## src/rtl/iic_eeprom_arbiter.sv

```systemverilog
// Round-robin arbiter that sequences single-byte commands from two requesters onto the 24LC64 IIC engine.
// Latency: eng_start 2 cycles after grant sample, done 2 cycles after eng_done; requests wait while busy (incl. write hold-off).
module iic_eeprom_arbiter #(
  parameter int ADDR_W      = 13,
  parameter int TWR_CYC     = 250000,
  parameter int TIMEOUT_CYC = 1000000,
  parameter int CNT_W       = 20
) (
  input  logic              clk,
  input  logic              rst_n,
  input  logic              req0,
  input  logic              rw0,
  input  logic [ADDR_W-1:0] addr0,
  input  logic [7:0]        wdata0,
  output logic              done0,
  output logic [7:0]        rdata0,
  output logic              err0,
  input  logic              req1,
  input  logic              rw1,
  input  logic [ADDR_W-1:0] addr1,
  input  logic [7:0]        wdata1,
  output logic              done1,
  output logic [7:0]        rdata1,
  output logic              err1,
  output logic              eng_start,
  output logic              eng_rw,
  output logic [ADDR_W-1:0] eng_addr,
  output logic [7:0]        eng_wdata,
  input  logic              eng_done,
  input  logic [7:0]        eng_rdata,
  input  logic              eng_nack,
  output logic              busy
);

  typedef enum logic [2:0] {IDLE, ISSUE, BUSY, RESP, TWR} state_t;

  localparam logic [CNT_W-1:0] TIMEOUT_LAST = CNT_W'(TIMEOUT_CYC - 1);
  localparam logic [CNT_W-1:0] TWR_LAST     = CNT_W'(TWR_CYC - 1);

  state_t           state;
  logic             gnt;
  logic             last_grant;
  logic [CNT_W-1:0] cnt;
  logic [7:0]       rdata_q;
  logic             err_q;
  logic             rd_upd;
  logic             pick;

  // On a tie the port that was not served last wins, giving strict alternation.
  assign pick = (req0 && req1) ? ~last_grant : req1;

  always_ff @(posedge clk or negedge rst_n) begin
    if (!rst_n) begin
      state      <= IDLE;
      gnt        <= 1'b0;
      last_grant <= 1'b1;
      cnt        <= '0;
      rdata_q    <= '0;
      err_q      <= 1'b0;
      rd_upd     <= 1'b0;
      done0      <= 1'b0;
      rdata0     <= '0;
      err0       <= 1'b0;
      done1      <= 1'b0;
      rdata1     <= '0;
      err1       <= 1'b0;
      eng_start  <= 1'b0;
      eng_rw     <= 1'b0;
      eng_addr   <= '0;
      eng_wdata  <= '0;
      busy       <= 1'b0;
    end else begin
      eng_start <= 1'b0;
      done0     <= 1'b0;
      done1     <= 1'b0;
      case (state)
        IDLE: begin
          if (req0 || req1) begin
            gnt        <= pick;
            last_grant <= pick;
            eng_rw     <= pick ? rw1    : rw0;
            eng_addr   <= pick ? addr1  : addr0;
            eng_wdata  <= pick ? wdata1 : wdata0;
            busy       <= 1'b1;
            state      <= ISSUE;
          end
        end
        ISSUE: begin
          eng_start <= 1'b1;
          cnt       <= '0;
          state     <= BUSY;
        end
        BUSY: begin
          // A done arriving on the timeout cycle takes priority over the abort.
          if (eng_done) begin
            rdata_q <= eng_rdata;
            err_q   <= eng_nack;
            rd_upd  <= 1'b1;
            state   <= RESP;
          end else if (cnt == TIMEOUT_LAST) begin
            err_q  <= 1'b1;
            rd_upd <= 1'b0;
            state  <= RESP;
          end else begin
            cnt <= cnt + 1'b1;
          end
        end
        RESP: begin
          if (gnt) begin
            done1 <= 1'b1;
            err1  <= err_q;
            if (eng_rw && rd_upd) rdata1 <= rdata_q;
          end else begin
            done0 <= 1'b1;
            err0  <= err_q;
            if (eng_rw && rd_upd) rdata0 <= rdata_q;
          end
          if (!eng_rw && !err_q) begin
            cnt   <= '0;
            state <= TWR;
          end else begin
            busy  <= 1'b0;
            state <= IDLE;
          end
        end
        TWR: begin
          // EEPROM is busy with its internal write cycle; keep the bus quiet.
          if (cnt == TWR_LAST) begin
            busy  <= 1'b0;
            state <= IDLE;
          end else begin
            cnt <= cnt + 1'b1;
          end
        end
        default: begin
          busy  <= 1'b0;
          state <= IDLE;
        end
      endcase
    end
  end

endmodule

```

## config.mk

```make
export PLATFORM = sky130hd
export DESIGN_NAME = iic_eeprom_arbiter
export DESIGN_NICKNAME = d
export VERILOG_FILES = /design/src/rtl/iic_eeprom_arbiter.sv
export SDC_FILE = /design/constraint.sdc
export NUM_CORES = 1
export LEC_CHECK = 0
export BUFFER_PORTS_ARGS = -buffer_cell sky130_fd_sc_hd__buf_2
export CORE_UTILIZATION = 47
export DETAILED_ROUTE_END_ITERATION = 7
export PLACE_DENSITY = 0.75
export SETUP_SLACK_MARGIN = 0.1
export SLEW_MARGIN = 10
export SYNTH_ARGS = -nofsm -noshare
export SYNTH_HDL_FRONTEND = slang
export SYNTH_SLANG_ARGS = --single-unit
```

## constraint.sdc

```tcl
create_clock -name clk -period 2.4 [get_ports clk]
set_input_delay 0.12 -clock clk [delete_from_list [all_inputs] [get_ports clk]]
set_output_delay 0.12 -clock clk [all_outputs]
set_load 0.02 [all_outputs]
```

==> results.json, run 1 <==
{
  "status": "finished, final reports clean",
  "area_growth_pct": 28.4,
  "start_util_pct": 48.9,
  "synthFlopType": "dfrtp_1",
  "synth.avg_cell_area_um2": 10.5,
  "tns_ps": 0,
  "synth_area_um2": 3800,
  "io_pins": 102,
  "core.rowCount": 32,
  "core-area_um2": 7770,
  "grt_usage_pct": 22.2,
  "clock_sinks": 79,
  "drc": 0,
  "maxCapViolCount": 0,
  "p_clk_share_pct": 21.9,
  "period_minus_slack_ps": 2250,
  "slew_viol_final": 0,
  "syn_inst": 362,
  "async_flop_share_pct": 100,
  "synth-seq-cells": 79,
  "synth_compound_gate_area_share_pct": 15.6,
  "fillers": 628,
  "worstMarginPinSlew_ps": 654,
  "clk_latency_ps": 350,
  "power_frac_comb_pct": 40.1,
  "power_uw": 5970,
  "grt_max_degree": 52,
  "hold_viol": 0,
  "cellPowerDensity_nw_per_um2": 1220,
  "power_switching_uw": 2350,
  "ir_worst_vdd_v": 0.000803,
  "fmax_mhz": 444,
  "rsz0062_at_grt": "true",
  "drt_wl_total_mm": 8.98,
  "synth-adder-area-share_pct": 0.329,
  "synth.yosys.warnings": 0,
  "cts_root_buf": "clkbuf_8",
  "syn_nets": 421,
  "critical_path_required_ps": 2630,
  "yosysSeqAreaShare_pct": 52.1,
  "synth_top_family_by_area": "simple AND/OR/NAND/NOR gates",
  "grt_overflow": 0,
  "drt_first_iter_violations": 219,
  "synth_xor_area_share_pct": 0.230,
  "crit_fanout": 12,
  "pwr-share-seq_pct": 38.1,
  "p_leak_uw": 0.00233,
  "switching_share_pct": 39.4,
  "post-route-util_pct": 62.8,
  "cts_tree": "yes",
  "dp.final_hpwl_mm": 6.26,
  "cts-htree-levels": 3,
  "crit_arrival_ps": 2480,
  "drt-vias-per-instance": 5.47,
  "fin_skew_ps": 10.6,
  "die_h_um": 91.9,
  "r2r_slack_ps": 150,
  "fp.dieW_um": 91.9,
  "cts_buffer_depth": 2,
  "antenna_left": 0,
  "min_period_over_period_pct": 93.9,
  "path_class": "register to register",
  "slew_headroom_pct": 56.4,
  "dr_total_vias": 3231,
  "die_area_um2": 8450,
  "clkTransAtPathRegs_ps": 80,
  "ys_types": 57,
  "hp-class": "input pin to register",
  "diodes": 0,
  "layout-drive-gt1-share_pct": 35.0,
  "synth-edff-count": 0,
  "wl_per_cell_um": 15.2,
  "routabilityCongestion": 0.873,
  "critPathLaunchType": "register",
  "antenna_found_initial": 0,
  "grt_pass1_wl_mm": 14.7,
  "end_kind": "register",
  "yosys.area_share.simple_pct": 17.0,
  "setup_viol_count_final": 0,
  "intPower_uw": 3620,
  "grt_pass1_vias": 3168,
  "muxShareOfSynthArea_pct": 11.7,
  "io_buffer_count": 101,
  "cts_buffers": 9,
  "fin_nets": 543,
  "dr.pass1.iters": 4
}
worst paths after layout:
check                           cells past startpoint       start            to
worst max-delay path                                6      cnt[1]        cnt[9]
worst min-delay path                                3    addr0[7]   eng_addr[7]
worst max register to register                      6      cnt[1]        cnt[9]
worst min register to register                      2  rdata_q[6]    rdata_q[6]
max in group asynchronous                           3       rst_n    last_grant
min in group asynchronous                           2       rst_n  eng_wdata[5]
layout by cell type (no fill, tap or decap), drive strengths merged, types with 3 or more instances in the layout:
master / netlist / routed
buf: 9 / 118
dfrtp: 78 / 78
nor2: 40 / 40
nand2: 38 / 38
a21oi: 31 / 31
mux2i: 24 / 24
mux2: 18 / 18
o21ai: 14 / 14
dlygate4sd3: 0 / 11
and3: 11 / 11
clkbuf: 9 / 9
nand4: 8 / 8
a21boi: 8 / 8
inv: 6 / 8
o22a: 8 / 8
a31oi: 7 / 7
nor3: 6 / 6
bufinv: 0 / 4
nand2b: 3 / 3
a2bb2oi: 3 / 3
nand3: 3 / 3
a221o: 3 / 3
nor4: 3 / 3
per-stage QoR:
step	area, um^2	setup slack, ps	hold WS [ps]	cells
floorplan	3800	119	-176	362
global placement	4480	131	198	562
detailed placement	4480	85.7	201	562
CTS	4870	122	55.3	590
global route	4880	89.6	49.7	591
finish	4880	146	69.8	591
cells by family after synthesis:
group	count (synthesis)
AND/OR/NAND/NOR	126
AO/OA/AOI/OAI	89
flip-flops	79
multiplexers	42
buffers and inverters	24
XOR/XNOR	1
adder cells (fa/ha/maj)	1
critical path, stage by stage, from the launching register on:
cell and delay [ps]:
dfrtp_1 410, ha_1 240, and3_4 220, and3_1 240, a211o_4 400, and3_4 240, a221o_2 390
metal layers:
| metal | wire, um | global-route usage [%] | up-vias |
|---|---|---|---|
| met1 | 3880 | 28.4 | 1543 |
| met2 | 4510 | 36.8 | 113 |
| met5 | 0 | 0 | - |
| met3 | 498 | 5.39 | 10 |
| li1 | - | - | 1565 |
| met4 | 89 | 7.94 | 0 |
state kept, by name, summed over array words and instances (netlist names), 3 cells and up:
register,cells
state,3
eng_wdata,8
rdata0,8
rdata_q,8
cnt,20
eng_addr,13
rdata1,8
area by class of cell:
| class | instances | area, um^2 | area share (%) |
|---|---|---|---|
| sequential | 79 | 1980 | 40.5 |
| multi-input combinational | 259 | 1710 | 35.1 |
| timing repair buffer | 129 | 771 | 15.8 |
| clock inverter | 7 | 143 | 2.92 |
| tap | 102 | 128 | 2.62 |
| clock buffer | 9 | 124 | 2.54 |
| inverter | 6 | 22.5 | 0.462 |
timing repair:
action / in CTS / in global routing
setup endpoints to repair: 2 / 5
resized for setup: 1 / 1
hold buffers: 11 / 0
hold endpoints to repair: 60 / 0
pin swaps: 0 / 2
setup buffers: 1 / 1
cell usage after synthesis, types with 3 or more instances:
library cell	n	area [um^2]
dfrtp_1	78	1950
nor2_1	40	150
nand2_1	38	143
a21oi_1	31	155
mux2i_1	24	240
mux2_2	18	203
o21ai_0	14	70.1
and3_1	10	62.6
clkbuf_1	9	33.8
nand4_1	8	50.1
a21boi_0	7	52.6
a31oi_1	7	43.8
buf_2	6	30.0
inv_1	6	22.5
nor3_1	6	30.0
o22a_2	6	60.1
a2bb2oi_1	3	26.3
nand2b_1	3	18.8
power by group through the flow:
stage | clock [uW] | combinational (uW) | sequential (uW)
6_report | 1300 | 2390 | 2270
4_1_cts | 1330 | 2400 | 2260
3_3_place_gp | 0 | 2310 | 2250
2_1_floorplan | 0 | 1250 | 2610
5_1_grt | 1390 | 2610 | 2340
3_5_place_dp | 0 | 2370 | 2280
(Power assumes the default switching activity.)
==> inputs of run 2 (changes only) <==
Settings changed: MAX_ROUTING_LAYER set to met4.
==> results.json, run 2 (synthesis gave the netlist of run 1 again) <==
{
  "diodes": 0,
  "cts_buffer_depth": 2,
  "wl_per_cell_um": 15.2,
  "setup_viol_count_final": 0,
  "cp_common_cell": "and3_4",
  "fillers": 628,
  "tns_ps": 0,
  "dp.final_hpwl_mm": 6.26,
  "slew_viol_final": 0,
  "r2r_slack_ps": 150,
  "period_minus_slack_ps": 2250,
  "slew_headroom_pct": 56.0,
  "antenna_found_initial": 0,
  "min_period_over_period_pct": 93.9,
  "fin_skew_ps": 10.7,
  "antenna_left": 0,
  "crit_arrival_ps": 2480,
  "die_area_um2": 8450,
  "clk_latency_ps": 350,
  "area_growth_pct": 28.4,
  "final_cell_mix": "100 x buf_2, 78 x dfrtp_1, 40 x nor2_1",
  "worstMarginPinSlew_ps": 661,
  "layout-drive-gt1-share_pct": 35.0,
  "largest_reg_flops": 20,
  "critical_path.cell_chain": "ha_1 -> and3_4 -> and3_1 -> a211o_4 -> and3_4 -> a221o_2",
  "status": "finished, final reports clean",
  "end_kind": "register",
  "multi_input_area_um2": 1710,
  "routabilityCongestion": 0.887,
  "grt_pass1_wl_mm": 14.7,
  "clkTransAtPathRegs_ps": 80,
  "hold_viol": 0,
  "critPathLaunchType": "register",
  "fin_nets": 543,
  "cts_tree": "yes",
  "start_util_pct": 48.9,
  "cts_buffers": 9,
  "dr.pass1.iters": 4,
  "path_class": "register to register",
  "ir_worst_vdd_v": 0.000806,
  "core.rowCount": 32,
  "max_flop_register": "cnt",
  "layoutNonFillerInstCount": 591,
  "drc": 0,
  "drt-vias-per-instance": 5.50,
  "place_inst": 562,
  "grt_pass1_vias": 3159,
  "dr_total_vias": 3252,
  "clock_sinks": 79,
  "largest_registers": "cnt (20), eng_addr (13)",
  "final_area_um2": 4880,
  "grt_max_degree": 52,
  "maxCapViolCount": 0,
  "crit_fanout": 12,
  "seq_area_um2": 1980,
  "cts-htree-levels": 3,
  "core-area_um2": 7770,
  "critical_path_required_ps": 2630,
  "grt_usage_pct": 22.9,
  "postPlaceCellArea_um2": 4480,
  "slowest_stage": "dfrtp_1",
  "rsz0062_at_grt": "true",
  "cts_root_buf": "clkbuf_8",
  "drt_first_iter_violations": 226,
  "hp-class": "input pin to register",
  "grt_overflow": 0,
  "fmax_mhz": 444,
  "cellPowerDensity_nw_per_um2": 1220,
  "fp.dieW_um": 91.9,
  "io_pins": 102,
  "die_h_um": 91.9,
  "final_common_cell": "buf_2",
  "power_uw": 5970,
  "drt_wl_total_mm": 9.00,
  "p_leak_uw": 0.00233,
  "io_buffer_count": 101,
  "cpPeakStageDelay_ps": 410
}
run 2: cell counts in the layout (fill, tap and decap cells not counted):
Identical to the previous run, type by type.
run 2: power breakdown:
group | switching [uW] | leakage (uW) | internal [uW]
Sequential | 402 | 0.000984 | 1870
Clock | 505 | 0.000134 | 802
Combinational | 1450 | 0.00121 | 945
run 2: metrics by stage:
| stage | worst slack [ps] | util [%] | hold WS [ps] |
|---|---|---|---|
| 2_1_floorplan | 119 | - | -176 |
| 3_3_place_gp | 131 | 57.7 | 198 |
| 3_5_place_dp | 85.7 | 57.7 | 201 |
| 4_1_cts | 122 | 62.7 | 55.3 |
| 5_1_grt | 89.7 | 62.8 | 46.4 |
| 6_report | 146 | 62.8 | 70.6 |
run 2: repair_timing:
item,in CTS,in global routing
setup buffers,1,1
gates resized for setup,1,1
hold buffers,11,0
pin swaps,0,2
hold endpoints to repair,60,0
setup endpoints to repair,2,5
run 2: cell type report:
| cell class | instances | share of cell area, % |
|---|---|---|
| Multi-Input combinational cell | 259 | 35.1 |
| Clock inverter | 7 | 2.92 |
| Timing Repair Buffer | 129 | 15.8 |
| Inverter | 6 | 0.462 |
| Sequential cell | 79 | 40.5 |
| Clock buffer | 9 | 2.54 |
| Tap cell | 102 | 2.62 |
run 2: worst max-delay path, delay by kind of cell, from the launching register on:
| family | cells | cell delay, ps |
|---|---|---|
| AOI/OAI and AO/OA | 2 | 790 |
| and+or+nand+nor | 3 | 700 |
| DFF | 1 | 410 |
| adders and majority gates | 1 | 240 |
run 2: routing by layer:
| layer | vias to the layer above | GRT usage [%] | wire length (um) |
|---|---|---|---|
| met3 | 12 | 6.05 | 460 |
| met1 | 1564 | 28.9 | 3920 |
| li1 | 1567 | - | - |
| met2 | 109 | 36.6 | 4470 |
| met5 | - | - | 0 |
| met4 | 0 | 6.38 | 148 |
run 2: worst paths after layout:
| kind | cells after the start | start | to |
|---|---|---|---|
| min in group asynchronous | 2 | rst_n | eng_wdata[5] |
| max reg2reg | 6 | cnt[1] | cnt[9] |
| min reg2reg | 2 | rdata_q[6] | rdata_q[6] |
| max | 6 | cnt[1] | cnt[9] |
| max in group asynchronous | 3 | rst_n | last_grant |
| min | 3 | addr0[7] | eng_addr[7] |
==> inputs of run 3 (changes only) <==
Settings changed: SETUP_SLACK_MARGIN 0.1 to 0.3.
==> results.json, run 3 (synthesis gave the netlist of run 1 again) <==
{
  "status": "finished, final reports clean",
  "largest_registers": "cnt (20), eng_addr (13)",
  "dr.pass1.iters": 5,
  "io_buffer_count": 101,
  "final_common_cell": "buf_2",
  "crit_arrival_ps": 2450,
  "fin_skew_ps": 19.1,
  "hold_viol": 0,
  "area_growth_pct": 31.4,
  "routabilityCongestion": 0.893,
  "worstSetupStartpoint": "cnt[10]",
  "ir_worst_vdd_v": 0.000830,
  "drc": 0,
  "grt_overflow": 0,
  "hp-class": "input pin to register",
  "end_kind": "register",
  "reg2reg_depth": 6,
  "grt_max_degree": 80,
  "largest_reg_flops": 20,
  "antenna_left": 0,
  "path_class": "register to register",
  "cts-htree-levels": 3,
  "period_minus_slack_ps": 2180,
  "crit_fanout": 8,
  "worstMarginPinSlew_ps": 969,
  "rsz0062_at_grt": "true",
  "clk_latency_ps": 350,
  "clkTransAtPathRegs_ps": 90,
  "r2r_slack_ps": 220,
  "grt_pass1_vias": 3154,
  "setup_viol_count_final": 0,
  "fmax_mhz": 458,
  "tns_ps": 0,
  "die_area_um2": 8450,
  "final_area_um2": 4990,
  "fin_nets": 549,
  "grt_pass1_wl_mm": 15.4,
  "fillers": 627,
  "clock_sinks": 79,
  "max_flop_register": "cnt",
  "slew_viol_final": 0,
  "drt-vias-per-instance": 5.60,
  "io_pins": 102,
  "dp.final_hpwl_mm": 6.06,
  "slew_headroom_pct": 35.4,
  "cts_buffers": 9,
  "cts_root_buf": "clkbuf_8",
  "p_leak_uw": 0.00234,
  "r2r-end": "cnt[4]",
  "die_h_um": 91.9,
  "antenna_found_initial": 0,
  "grt_usage_pct": 23.8,
  "layoutNonFillerInstCount": 597,
  "power_uw": 5930,
  "critical_path_required_ps": 2670,
  "fp.dieW_um": 91.9,
  "start_util_pct": 48.9,
  "r2r_start": "cnt[10]",
  "layout-drive-gt1-share_pct": 40.2,
  "core-area_um2": 7770,
  "cellPowerDensity_nw_per_um2": 1190,
  "maxCapViolCount": 0,
  "drt_first_iter_violations": 233,
  "diodes": 0,
  "drt_wl_total_mm": 9.45,
  "core.rowCount": 32,
  "final_cell_mix": "100 x buf_2, 75 x dfrtp_1, 39 x nor2_1",
  "min_period_over_period_pct": 90.9,
  "postPlaceCellArea_um2": 4450,
  "place_inst": 556,
  "wl_per_cell_um": 15.8,
  "dr_total_vias": 3344,
  "cts_tree": "yes",
  "crit_path_end": "cnt[4]",
  "critPathLaunchType": "register",
  "cts_buffer_depth": 2
}
run 3: cell types whose count changed in the layout (fill, tap and decap cells not counted), moves of 3 or more:
cell       before  now
bufinv_16       4    1
a21boi_2        1    4
dfrtp_1        78   75
a21boi_0        7    3
dfrtp_2         0    3
a2bb2oi_2       0    3
a2bb2oi_1       3    0
run 3: critical path: stages (launching register included):
cell and delay [ps]:
dfrtp_1 420, or4_4 570, nor4_4 400, a211o_4 260
buf_12 130, nand3_4 150, a22oi_2 170
run 3: worst min-delay path by stage:
stage,start,end,cells past startpoint
detailed placement,eng_rdata[2],rdata_q[2],3
CTS,wdata0[5],eng_wdata[5],3
global placement,eng_rdata[7],rdata_q[7],3
floorplan,rst_n,busy,0
global route,addr0[2],eng_addr[2],3
finish,wdata0[5],eng_wdata[5],3
run 3: where the power goes:
part	switching [uW]	internal, uW
sequential	404	1870
clock	538	503
combinational	1550	1070
total	2500	3440
run 3: final cells by class:
type                            count  area (um^2)  share of cell area, %
Sequential cell                    79         1980                   39.7
Multi-Input combinational cell    261         1840                   36.8
Timing Repair Buffer              133          817                   16.4
Tap cell                          102          128                   2.56
Clock buffer                        9          124                   2.48
Clock inverter                      7         83.8                   1.68
Inverter                            6         22.5                  0.451
run 3: per-stage QoR:
step	util [%]	hold slack, ps	setup slack (ps)
after CTS	62.8	52.7	281
after detailed placement	57.2	314	133
after global placement	57.2	313	189
after floorplan	-	-176	269
final	64.3	64.9	218
after global routing	64.3	57.3	176
run 3: repair_timing:
| item | 4_1_cts | 5_1_grt |
|---|---|---|
| cloned | 2 | 0 |
| pin swaps | 3 | 13 |
| resized for setup | 10 | 25 |
| buffers inserted | 8 | 4 |
| setup endpoints to repair | 16 | 21 |
| endpoints found under the hold margin | 88 | 0 |
| hold buffers | 11 | 0 |
run 3: routing by layer:
| metal | GRT usage [%] | routed length, um | vias to the layer above |
|---|---|---|---|
| li1 | - | - | 1586 |
| met1 | 31.0 | 4050 | 1562 |
| met2 | 37.4 | 4560 | 174 |
| met3 | 5.39 | 681 | 22 |
| met4 | 7.03 | 150 | 0 |
| met5 | - | 0 | - |
